## src/rtl/usb_tx_pkg.sv

```systemverilog
// Shared types and default timing constants for the USB TX bit sequencer.
package usb_tx_pkg;

    typedef enum logic [1:0] {
        IDLE   = 2'd0,
        ACTIVE = 2'd1,
        STUFF  = 2'd2
    } tx_seq_state_t;

    localparam int DEF_CLKS_PER_BIT  = 8;
    localparam int DEF_BITS_PER_BYTE = 8;

endpackage

```

## src/rtl/tx_tick_counter.sv

```systemverilog
// 1-based tick counter: counts 1..MAX_COUNT, wraps back to 1, clear forces 1.
module tx_tick_counter #(
    parameter int WIDTH     = 4,
    parameter int MAX_COUNT = 8
) (
    input  logic             clk,
    input  logic             n_rst,
    input  logic             clear_i,
    input  logic             en_i,
    output logic [WIDTH-1:0] cnt_o
);

    localparam logic [WIDTH-1:0] ONE     = WIDTH'(1);
    localparam logic [WIDTH-1:0] MAX_VAL = WIDTH'(MAX_COUNT);

    logic [WIDTH-1:0] cnt_q;
    logic [WIDTH-1:0] cnt_d;

    // NOTE: assigning the hold value first keeps this always_comb latch-free.
    always_comb begin
        cnt_d = cnt_q;
        if (clear_i) begin
            cnt_d = ONE;
        end else if (en_i) begin
            cnt_d = (cnt_q == MAX_VAL) ? ONE : cnt_q + ONE;
        end
    end

    // NOTE: sequential state uses non-blocking assignments so every flop samples pre-edge values.
    always_ff @(posedge clk or negedge n_rst) begin
        if (!n_rst) begin
            cnt_q <= ONE;
        end else begin
            cnt_q <= cnt_d;
        end
    end

    assign cnt_o = cnt_q;

endmodule

```

## src/rtl/usb_tx_bit_sequencer.sv

```systemverilog
// USB TX bit timing: clock-per-bit and bit-per-byte counters plus the IDLE/ACTIVE/STUFF FSM
// that emits shift, stuff-insert and byte-load strobes to the TX datapath.
module usb_tx_bit_sequencer
    import usb_tx_pkg::*;
#(
    parameter  int CLKS_PER_BIT  = DEF_CLKS_PER_BIT,
    parameter  int BITS_PER_BYTE = DEF_BITS_PER_BYTE,
    localparam int CW            = $clog2(CLKS_PER_BIT + 1),
    localparam int BW            = $clog2(BITS_PER_BYTE + 1)
) (
    input  logic          clk,
    input  logic          n_rst,
    input  logic          tx_start,
    input  logic          tx_stop,
    input  logic          tx_abort,
    input  logic          stuff_req,
    output logic          busy,
    output logic          shift_strobe,
    output logic          stuff_strobe,
    output logic          byte_done,
    output logic          tx_done,
    output logic [BW-1:0] bit_index
);

    tx_seq_state_t state_q, state_d;
    logic          stop_pending_q, stop_pending_d;
    logic          tx_done_q, tx_done_d;
    logic [CW-1:0] clk_cnt;
    logic [BW-1:0] bit_cnt;
    logic          bit_end;
    logic          last_bit;
    logic          first_bit;
    logic          stop_eff;

    tx_tick_counter #(.WIDTH(CW), .MAX_COUNT(CLKS_PER_BIT)) u_clk_counter (
        .clk     (clk),
        .n_rst   (n_rst),
        .clear_i (tx_abort),
        .en_i    (busy),
        .cnt_o   (clk_cnt)
    );

    tx_tick_counter #(.WIDTH(BW), .MAX_COUNT(BITS_PER_BYTE)) u_bit_counter (
        .clk     (clk),
        .n_rst   (n_rst),
        .clear_i (tx_abort),
        .en_i    (shift_strobe),
        .cnt_o   (bit_cnt)
    );

    // Outputs decode registered state only, so no input reaches an output combinationally.
    assign busy         = (state_q != IDLE);
    assign bit_end      = busy && (clk_cnt == CW'(CLKS_PER_BIT));
    assign shift_strobe = bit_end && (state_q == ACTIVE);
    assign stuff_strobe = bit_end && (state_q == STUFF);
    assign last_bit     = (bit_cnt == BW'(BITS_PER_BYTE));
    assign first_bit    = (bit_cnt == BW'(1));
    assign byte_done    = shift_strobe && last_bit;
    assign tx_done      = tx_done_q;
    assign bit_index    = bit_cnt;

    // A stop arriving on the boundary cycle itself still ends the frame there.
    assign stop_eff = stop_pending_q || tx_stop;

    always_comb begin
        state_d        = state_q;
        stop_pending_d = stop_pending_q;
        tx_done_d      = 1'b0;
        unique case (state_q)
            IDLE: begin
                if (tx_start) state_d = ACTIVE;
            end
            ACTIVE: begin
                stop_pending_d = stop_eff;
                if (bit_end) begin
                    if (stuff_req) begin
                        state_d = STUFF;
                    end else if (last_bit && stop_eff) begin
                        state_d   = IDLE;
                        tx_done_d = 1'b1;
                    end
                end
            end
            STUFF: begin
                stop_pending_d = stop_eff;
                if (bit_end) begin
                    if (first_bit && stop_eff) begin
                        state_d   = IDLE;
                        tx_done_d = 1'b1;
                    end else begin
                        state_d = ACTIVE;
                    end
                end
            end
            default: state_d = IDLE;
        endcase
        if (state_d == IDLE) stop_pending_d = 1'b0;
        if (tx_abort) begin
            state_d        = IDLE;
            stop_pending_d = 1'b0;
            tx_done_d      = 1'b0;
        end
    end

    always_ff @(posedge clk or negedge n_rst) begin
        if (!n_rst) begin
            state_q        <= IDLE;
            stop_pending_q <= 1'b0;
            tx_done_q      <= 1'b0;
        end else begin
            state_q        <= state_d;
            stop_pending_q <= stop_pending_d;
            tx_done_q      <= tx_done_d;
        end
    end

endmodule

```

## config.mk

```make
export PLATFORM = sky130hd
export DESIGN_NAME = usb_tx_bit_sequencer
export DESIGN_NICKNAME = d
export VERILOG_FILES = /design/src/rtl/usb_tx_pkg.sv /design/src/rtl/tx_tick_counter.sv /design/src/rtl/usb_tx_bit_sequencer.sv
export SDC_FILE = /design/constraint.sdc
export NUM_CORES = 1
export LEC_CHECK = 0
export BUFFER_PORTS_ARGS = -buffer_cell sky130_fd_sc_hd__buf_4
export CAP_MARGIN = 30
export CORE_MARGIN = 2
export CORE_UTILIZATION = 50
export CTS_CLUSTER_DIAMETER = 60
export DETAILED_ROUTE_END_ITERATION = 16
export GPL_TIMING_DRIVEN = 1
export PLACE_DENSITY = 0.73
export SLEW_MARGIN = 20
export SYNTH_ARGS = -nofsm -noshare
export SYNTH_HDL_FRONTEND = slang
export SYNTH_SLANG_ARGS = --single-unit
```

## constraint.sdc

```tcl
create_clock -name clk -period 5.5 [get_ports clk]
set_clock_uncertainty 0.1 [all_clocks]
set_input_delay 1.1 -clock clk [delete_from_list [all_inputs] [get_ports clk]]
set_output_delay 1.1 -clock clk [all_outputs]
set_load 0.01 [all_outputs]
```

[Yosys cells after proc, flatten, opt, wreduce, memory -nomap -nowiden]
Cells that the tools add are included.
Storage, ports and cells
  flip-flop bits (word level): 12
  input port bits: 6
  output and inout port bits: 9
Cells by class
  add/subtract/negate cells: 2
  equality and inequality tests: 5
  muxes and demuxes: 24
  reductions and logical operators: 14
Operators with widths (number)
  $mux W4: 6
  $mux W2: 6
  $mux W1: 10
  $add A4 B1 Y4 const B: 2
  $eq A4 B4 Y1 const B: 2
  $logic_and A1 B1 Y1: 6
  $pmux W2 S3: 1
  $reduce_bool A2 Y1: 3
  $eq A4 B1 Y1 const B: 1
  $logic_not A2 Y1: 2
  $reduce_bool A3 Y1: 1
  $eq A2 B1 Y1 const B: 1
  $eq A2 B2 Y1 const B: 1
  $pmux W1 S2: 1
  $reduce_or A2 Y1: 1
  $logic_or A1 B1 Y1: 1

[Depth between registers and ports, before layout]
  depth after elaboration: 9
  mapped depth: 8
  depth with buffers taken out: 6

[Cells and area by module]
Synthesis repeated with hierarchy kept, for this count alone.
Unflattened totals
  cells, all modules: 88
  area total of the unflattened synthesis: 860.8 um^2
By module, submodules not included
  usb_tx_bit_sequencer: instances 1, cells an instance 40, area an instance 387.9 um^2, seq. area each 100.1 um^2
  tx_tick_counter at u_bit_counter: instances 1, cells an instance 24, area an instance 237.7 um^2, seq. area each 101.3 um^2
  tx_tick_counter at u_clk_counter: instances 1, cells an instance 24, area an instance 235.2 um^2, seq. area each 101.3 um^2

[Worst setup path after synthesis]
OpenSTA, ideal clock, no wires.
  kind: flip-flop to output port
  start: register state_q[0]
  end: output port byte_done
  arrival time: 1.673 ns
  required time: 4.300 ns
  path slack: 2.627 ns
  stages on the path, launching flop included: 8
  buffers on the path: 2
  path through: dfrtp_1 > inv_1 > ha_1 > buf_6 > and4bb_1 > and2_1 > buf_2 > nor3b_1
Between the ends
  cells in the longest elaborated chain, start to end: 4
  elaborated cells on any way between the ends: 5
  those cells by class: 1 x eq/ne; 4 x reduce/logical
Ends and longest elaborated chain
  from (decl): line usb_tx_bit_sequencer.sv:25  | tx_seq_state_t state_q, state_d;
  from (signal assigned): line usb_tx_bit_sequencer.sv:111  | state_q <= state_d;
  $reduce_bool A2 Y1: line usb_tx_bit_sequencer.sv:52  | assign busy = (state_q != IDLE);
  $logic_and A1 B1 Y1: line usb_tx_bit_sequencer.sv:53  | assign bit_end = busy && (clk_cnt == CW'(CLKS_PER_BIT));
  $logic_and A1 B1 Y1 *: line usb_tx_bit_sequencer.sv:54  | assign shift_strobe = bit_end && (state_q == ACTIVE);
  via shift_strobe: line usb_tx_bit_sequencer.sv:18  | output logic shift_strobe,
  $logic_and A1 B1 Y1 *: line usb_tx_bit_sequencer.sv:58  | assign byte_done = shift_strobe && last_bit;
  to (decl): line usb_tx_bit_sequencer.sv:20  | output logic byte_done,
The timed path passes the listed nets; every way through them passes the cells marked *.

[Worst setup path in the final report]
  start: register state_q[0]
  end: output port byte_done
Between the ends
  cells in the longest elaborated chain, start to end: 4
  elaborated cells on any way between the ends: 5
  those cells by class: 1 x eq/ne; 4 x reduce/logical
Ends and longest elaborated chain (line)
  $reduce_bool A2 Y1: usb_tx_bit_sequencer.sv:52
  $logic_and A1 B1 Y1: usb_tx_bit_sequencer.sv:53
  $logic_and A1 B1 Y1 *: usb_tx_bit_sequencer.sv:54
  $logic_and A1 B1 Y1 *: usb_tx_bit_sequencer.sv:58
Mark *: on every way between the ends. The rest lies on a longest branch, timed or not.

==> flow_summary.json <==
{
  "die_h_um": 44.4,
  "fmax_ghz": 0.284,
  "port_buffers": 14,
  "path_clk_slew_ns": 0.08,
  "antenna_found_initial": 0,
  "place_inst": 114,
  "synth.top_cell.area_share": 0.306,
  "start_util": 0.536,
  "io_pins": 15,
  "synth_cell_types": 31,
  "p_per_area_nw_per_um2": 209,
  "routedWlPerCell_um": 13.2,
  "clockBufferDepth": 2,
  "netlist_instances": 88,
  "filler_cell_count": 130,
  "fp-row-count": 14,
  "numClockSinks": 12,
  "dp.final_hpwl_um": 1180,
  "post_cts_buffers": 0,
  "core_area_um2": 1520,
  "htree_num_levels": 1,
  "cp.arrival_ns": 2.32,
  "synth_top_area_cell": "dfrtp_1",
  "finalCriticalPeriod_ns": 3.52,
  "timing_hold_violations_final": 0,
  "relSlewSlack": 0.759,
  "dieArea_um2": 1970,
  "ir_drop_mv": 0.154,
  "ys_seq_area_frac": 0.371,
  "cap_viol_max_count": 0,
  "p_leak_uw": 0.000459,
  "clkLatencyLatePin_ns": 0.28,
  "die_w_um": 44.4,
  "start_kind": "flip-flop",
  "clock-root-buffer": "clkbuf_4",
  "crit_fanout": 12,
  "ys_ff_latch": 12,
  "post_synth.cell_area_avg_um2": 9.28,
  "drv_slew": 0,
  "avgViaCountPerCell": 5.66,
  "synth_area_um2": 817,
  "grt_pass1_wl_um": 2860,
  "grt_pass1_vias": 666,
  "tns_ns": 0,
  "end_kind": "output pin",
  "postRouteAntennaNets": 0,
  "cts_buffers": 3,
  "drc_errors": 0,
  "syn_to_final_growth_pct": 16.4,
  "cts_hold_buffers": 0,
  "wl_um": 1560,
  "cts_tree": "built",
  "hp-class": "reg2reg",
  "worst_ep_required_time_ns": 4.30,
  "layout.cells.non_filler": 118,
  "grtUsageTotal": 0.197,
  "gr-total-overflow": 0,
  "place.gp.congestion": 0.803,
  "drive_gt1_frac": 0.196,
  "path_class": "reg2out",
  "vias": 668,
  "syn_nets": 103,
  "layout.nets": 118,
  "ctsResizeCount": 0,
  "post-route-period-util": 0.640,
  "num_antenna_cells": 0,
  "grt_max_degree": 13,
  "yosysWarnings": 0,
  "tightest_slew_ns": 0.361,
  "setup_viol": 0,
  "rsz0062_at_grt": "false",
  "drtIter0Drc": 16,
  "run_status": "completed",
  "firstDrtPassIters": 6,
  "synthTopCellsByArea": "dfrtp_1 31%, ha_1 14%, dfstp_2 6.4%"
}
-- synthesized netlist by cell type, drive strengths merged --
cell type   n
a31oi       2
a21oi       6
nand3       2
nand2b      2
nor2b       1
a221o       1
a211oi      1
clkbuf      1
o21a        1
dfrtp      10
mux2i       3
a41oi       1
dfstp       2
or3         2
nor3b       2
ha          9
a311oi      1
and2        3
o21bai      1
nor4bb      1
nor2        6
inv        10
xnor2       3
buf         3
and4bb      1
nor3        4
nand2       2
o211a       1
o21ai       6
-- report_power, final --
group / switching, uW / total, uW / internal (uW) / leakage (uW)
registers: 4.04 / 96.6 / 92.6 / 0.000159
logic: 16.6 / 30.9 / 14.3 / 0.000279
clock network: 31.1 / 71.3 / 40.2 / 0.0000210
-- placed cells by master (no fill, tap or decap), drive strengths merged --
cell type and instances:
a211oi 1, a21oi 6, a221o 1, a311oi 1, a31oi 2, a41oi 1, and2 3, and4bb 1
buf 14, clkbuf 4, dfrtp 10, dfstp 2, ha 9, inv 10, mux2i 3, nand2 2
nand2b 2, nand3 2, nor2 6, nor2b 1, nor3 4, nor3b 2, nor4bb 1, o211a 1
o21a 1, o21ai 6, o21bai 1, or3 2, xnor2 3
-- per-stage QoR --
stage / power [uW] / hold slack, ns / worst slack, ns / instance area (um2) / utilization
after CTS: 202 / 0.494 / 1.96 / 951 / 0.624
after detailed placement: 129 / 0.473 / 2.30 / 915 / 0.600
after global placement: 129 / 0.473 / 2.34 / 915 / 0.600
after global routing: 211 / 0.522 / 1.79 / 951 / 0.624
final: 199 / 0.489 / 1.98 / 951 / 0.624
after floorplan: 120 / 0.438 / 2.63 / 817 / -
-- registers in the layout, indices dropped and copies added (netlist names) --
register	cells
state_q	2
stop_pending_q	1
tx_done	1
u_bit_counter.cnt_o	4
u_clk_counter.cnt_o	4
-- metal layers --
layer	vias to the layer above	global-route usage	share of wire
met1	311	0.253	0.46
met2	19	0.321	0.47
met5	-	0	0
met3	6	0.0449	0.048
met4	0	0.0788	0.021
li1	332	-	-
-- logic make-up (layout without fill, tap and decap cells) --
logic type / after synthesis / in the layout / synth area share
AND/OR/NAND/NOR: 26 / 26 / 0.181
AO/OA/AOI/OAI: 21 / 21 / 0.162
buffers and inverters: 14 / 28 / 0.0796
flip-flops: 12 / 12 / 0.371
adder cells (fa/ha/maj): 9 / 9 / 0.138
XOR/XNOR: 3 / 3 / 0.0322
multiplexers: 3 / 3 / 0.0368
-- path summary, 6_finish.rpt --
kind | endpoint | from | slack [ns] | cells after the start
setup / recovery | byte_done | state_q[0] | 1.98 | 6
hold / removal | u_bit_counter.cnt_o[3] | u_bit_counter.cnt_o[3] | 0.49 | 1
setup reg to reg | u_bit_counter.cnt_o[3] | state_q[0] | 3.23 | 6
hold reg to reg | u_bit_counter.cnt_o[3] | u_bit_counter.cnt_o[3] | 0.49 | 1
max in group asynchronous | u_clk_counter.cnt_o[0] | n_rst | 4.52 | 1
min in group asynchronous | tx_done | n_rst | 0.54 | 1
-- worst max-delay path, cell delays in order (launching register included) --
cell and delay [ns]:
dfrtp_1 0.44, inv_1 0.09, ha_1 0.31, and4bb_1 0.54, and2_1 0.30, nor3b_1 0.21
buf_4 0.15
-- layout make-up --
| class | instances | area, um2 | share of cell area |
|---|---|---|---|
| Clock buffer | 4 | 36.3 | 0.0382 |
| Timing Repair Buffer | 14 | 105 | 0.111 |
| Multi-Input combinational cell | 62 | 449 | 0.472 |
| Tap cell | 16 | 20.0 | 0.0211 |
| Inverter | 10 | 37.5 | 0.0395 |
| Sequential cell | 12 | 303 | 0.318 |
Note: power is estimated with default switching activity, not from simulation.
